## src/rtl/jk_mod_counter.sv

```systemverilog
// Modulo-MODULUS up/down counter built from WIDTH JK flip-flop cells driven by an excitation encoder.
// Optional JK_SATURATE_EN: clamp at the ends of the range instead of wrapping; wrap is then never asserted.
module jk_mod_counter #(
  parameter int WIDTH   = 4,
  parameter int MODULUS = 10
) (
  input  logic             clk,
  input  logic             rst_n,
  input  logic             en,
  input  logic             up,
  input  logic             load,
  input  logic [WIDTH-1:0] load_val,
  output logic [WIDTH-1:0] q,
  output logic [WIDTH-1:0] qbar,
  output logic             tc,
  output logic             wrap,
  output logic [WIDTH-1:0] jk_j,
  output logic [WIDTH-1:0] jk_k
);

  localparam logic [WIDTH-1:0] MAX_VAL = WIDTH'(MODULUS - 1);
  localparam logic [WIDTH:0]   MOD_EXT = (WIDTH+1)'(MODULUS);

  logic [WIDTH-1:0] nxt;
  logic [WIDTH:0]   inc_ext;
  logic [WIDTH:0]   dec_ext;
  logic             wrap_nxt;

  // Step arithmetic carries one extra bit so MODULUS == 2**WIDTH cannot alias to zero.
  always_comb begin
    inc_ext = {1'b0, q} + (WIDTH+1)'(1);
    dec_ext = {1'b0, q} - (WIDTH+1)'(1);
    nxt     = q;
    if (load) begin
      nxt = ({1'b0, load_val} >= MOD_EXT) ? MAX_VAL : load_val;
    end else if (en) begin
      if (up) begin
`ifdef JK_SATURATE_EN
        if (inc_ext != MOD_EXT) nxt = inc_ext[WIDTH-1:0];
`else
        nxt = (inc_ext == MOD_EXT) ? '0 : inc_ext[WIDTH-1:0];
`endif
      end else begin
`ifdef JK_SATURATE_EN
        if (!dec_ext[WIDTH]) nxt = dec_ext[WIDTH-1:0];
`else
        nxt = dec_ext[WIDTH] ? MAX_VAL : dec_ext[WIDTH-1:0];
`endif
      end
    end
  end

  // Don't-cares resolve to 0, so the toggle code is never issued.
  assign jk_j = ~q & nxt;
  assign jk_k = q & ~nxt;

  assign tc = up ? (q == MAX_VAL) : (q == '0);

`ifdef JK_SATURATE_EN
  assign wrap_nxt = 1'b0;
`else
  assign wrap_nxt = en & ~load & tc;
`endif

  always_ff @(posedge clk or negedge rst_n) begin
    if (!rst_n) wrap <= 1'b0;
    else        wrap <= wrap_nxt;
  end

  for (genvar i = 0; i < WIDTH; i++) begin : g_cell
    logic q_r;
    logic qbar_r;

    always_ff @(posedge clk or negedge rst_n) begin
      if (!rst_n) begin
        q_r    <= 1'b0;
        qbar_r <= 1'b1;
      end else begin
        case ({jk_j[i], jk_k[i]})
          2'b01: begin
            q_r    <= 1'b0;
            qbar_r <= 1'b1;
          end
          2'b10: begin
            q_r    <= 1'b1;
            qbar_r <= 1'b0;
          end
          2'b11: begin
            q_r    <= ~q_r;
            qbar_r <= ~qbar_r;
          end
          default: begin
            q_r    <= q_r;
            qbar_r <= qbar_r;
          end
        endcase
      end
    end

    assign q[i]    = q_r;
    assign qbar[i] = qbar_r;
  end

endmodule

```

## config.mk

```make
export PLATFORM = sky130hd
export DESIGN_NAME = jk_mod_counter
export DESIGN_NICKNAME = d
export VERILOG_FILES = /design/src/rtl/jk_mod_counter.sv
export SDC_FILE = /design/constraint.sdc
export NUM_CORES = 1
export LEC_CHECK = 0
export BUFFER_PORTS_ARGS = -buffer_cell sky130_fd_sc_hd__buf_4
export CORE_MARGIN = 5
export CORE_UTILIZATION = 52
export CTS_CLUSTER_SIZE = 14
export DETAILED_ROUTE_END_ITERATION = 16
export GPL_ROUTABILITY_DRIVEN = 0
export PLACE_DENSITY = 0.8
export SETUP_SLACK_MARGIN = 0.05
export SLEW_MARGIN = 15
export SYNTH_ARGS = -nofsm -noshare
export SYNTH_HDL_FRONTEND = slang
export SYNTH_SLANG_ARGS = --single-unit
```

## constraint.sdc

```tcl
create_clock -name clk -period 3.5 [get_ports clk]
set_input_delay 0.35 -clock clk [delete_from_list [all_inputs] [get_ports clk]]
set_output_delay 0.35 -clock clk [all_outputs]
set_load 0.01 [all_outputs]
```

==> results.toml <==
[pwr]
power_frac_comb_pct = 64.2
vdd_ir_drop_max_uv = 519
seq_power_share_pct = 26.6
intPower_uw = 518
p_sw_uw = 435
clkPwrFrac_pct = 9.3
powerDensity_mw_per_mm2 = 825
sw_frac_of_total_pct = 45.6
leakagePower_uw = 0.000538

[global_routing]
first_global_vias = 845
grt_pass1_wl_um = 3800
grt_max_degree = 16
grt_antenna_before_repair = 0
grt_overflow_total = 0
grt.total_usage_pct = 18.2

[timing]
skew_ns = 0.00427
timing.setup.tns_ns = 0
tightest_slew_ns = 0.471
max_freq_mhz = 348
fin_crit_ns = 2.87
fin_crit_sh_pct = 82.0
hold_viol_final = 0
relSlewSlack_pct = 68.6
drv_slew = 0
setup_viol = 0
rsz0062_at_grt = "false"

[clock_network]
cts_resized = 0
clk_path_buf_depth = 2
clkTransAtPathRegs_ns = 0.07
cts_tree = "built"
cts_max_level = 1
cts_setup_buffers = 0
cts_hold_buf = 1
clock_latency_ns = 0.27
root_buffer = "clkbuf_4"
cts_buffers = 3
cts_num_sinks = 9

[logic_synthesis]
ys_ff_latch = 9
synthFlopType = "dfrtp_1"
avgSynthCellArea_um2 = 8.93
synth_top_area_share_pct = 20.2
synthTopCellsByArea = "ha_1 (20%), dfrtp_1 (13%), dfstp_2 (11%)"
ys_types = 33
synth_top_area_cell = "ha_1"
syn_inst = 111
synth-edff-count = 0
yosys_warnings = 0
synth_commonest_cells = "ha_1 (16), nand2_1 (9), a21oi_1 (8), buf_4 (8), nor2_1 (6)"
syn_nets = 136
syn_area_um2 = 991
ys_seq_area_share_pct = 23.2
yosysMostFrequentCell = "ha_1"
async_flop_share_pct = 100

[placed_design]
place_area_mm2 = 0.00112
place.port_buffers = 26
place.detailed.hpwl_um = 1790

[floorplanning]
die_w_um = 53.7
die_height_um = 53.7
core-area_mm2 = 0.00176
start_util_pct = 56.2
die_area_mm2 = 0.00288
row_count = 15
ios = 27

[worst_setup_path]
cp.required_ns = 3.15
r2r-end = "g_cell[0].q_r"
critPathLaunch = "g_cell[1].q_r"
worstRegToRegCells = 8
arrival_ns = 2.52
crit_path_end_kind = "primary output"
critical_path.max_fanout = 10
startpoint_type = "register"
regToRegSetupSlack_ns = 0.83
rr_startpoint = "g_cell[1].q_r"
worstSetupPathType = "reg -> out"

[flow_run]
cap_violations = 0

[routing]
drt_iter0_drc = 34
wl_um = 2310
vias = 947
wire_per_inst_um = 14.9
viasPerCell = 6.11
drcViolationCount = 0
route.antenna.remaining_nets = 0
drt_pass1_iterations = 4

[layout]
n_antenna_cell = 0
regArea_um2 = 230
area_growth_pct = 16.7
postLayoutCellArea_mm2 = 0.00116
n_fill_cell = 172
num-nets-final = 156
multi_input_area_um2 = 644
drive_above_1_share_pct = 30.0

[run_status]
outcome = "completed"

[worst_hold_path]
hp-class = "in -> async"
-- layout make-up --
| type | count | area share, % |
|---|---|---|
| Tap cell | 25 | 2.71 |
| Multi-Input combinational cell | 85 | 55.7 |
| Clock buffer | 4 | 2.27 |
| Timing Repair Buffer | 27 | 17.7 |
| Sequential cell | 9 | 19.9 |
| Inverter | 5 | 1.62 |
-- critical path, stage by stage (launching register included) --
cell,delay [ns]
dfrtp_1,0.49
inv_1,0.22
ha_1,0.26
nand2b_1,0.09
o32a_1,0.32
o211a_1,0.23
o31a_1,0.26
ha_1,0.23
buf_4,0.16
-- state kept, by name (all words and copies together), names as in the netlist --
register	cells
g_cell.q_r	4
wrap	1
g_cell.qbar_r	4
-- kinds of logic after synthesis --
kind of cell    share of synthesized area [%]
fa+ha+maj                                20.2
mux                                      5.68
compound gates                           24.2
simple gates                             14.9
flops                                    23.2
buf+inv                                  11.7
-- stage by stage --
step                hold WS, ns  worst slack, ns  cells  power [uW]  utilization [%]
CTS                       0.434            0.650    155         954             65.5
global placement          0.186            0.986    150         833             63.5
floorplan                0.0544             1.09    111         702                -
global route              0.440            0.415    155        1030             65.5
detailed placement        0.189            0.859    150         863             63.5
finish                    0.434            0.628    155         954             65.5
-- power by group through the flow --
stage	clock network, uW	registers (uW)	logic [uW]
floorplan	0	224	478
global placement	0	247	586
detailed placement	0	252	611
CTS	89.4	250	615
global route	94.4	264	672
finish	88.3	254	612
-- layout by cell type, fill, tap and decap left out, types with 2 or more instances in the layout --
master / instances
o21ai_0: 5
clkbuf_4: 3
o31ai_1: 4
mux2_2: 5
nand2b_1: 2
a21oi_1: 8
nor3_1: 3
dfstp_2: 4
o31a_1: 2
buf_4: 26
o211a_1: 2
nand3_1: 3
a311oi_1: 4
nor2_1: 6
inv_1: 4
nand3b_1: 3
dfrtp_1: 5
nand2_1: 9
ha_1: 16
a211o_1: 3
-- how the worst max path moves through the flow --
stage	to	slack, ns	depth (start not counted)
floorplan	g_cell[0].q_r	1.09	8
global placement	g_cell[3].q_r	0.99	8
detailed placement	g_cell[0].q_r	0.86	8
CTS	jk_j[0]	0.65	8
global route	jk_j[2]	0.41	8
finish	jk_j[0]	0.63	8
-- per-layer routing --
| layer | vias up | wire [um] | share of wire (%) | GRT usage [%] |
|---|---|---|---|---|
| met1 | 442 | 937 | 41 | 22.7 |
| met5 | - | 0 | 0 | 0 |
| met3 | 6 | 210 | 9.1 | 3.88 |
| met2 | 56 | 1110 | 48 | 29.6 |
| li1 | 443 | - | - | - |
| met4 | 0 | 54 | 2.3 | 8.94 |
No activity file was read; power rests on OpenSTA's default activity.
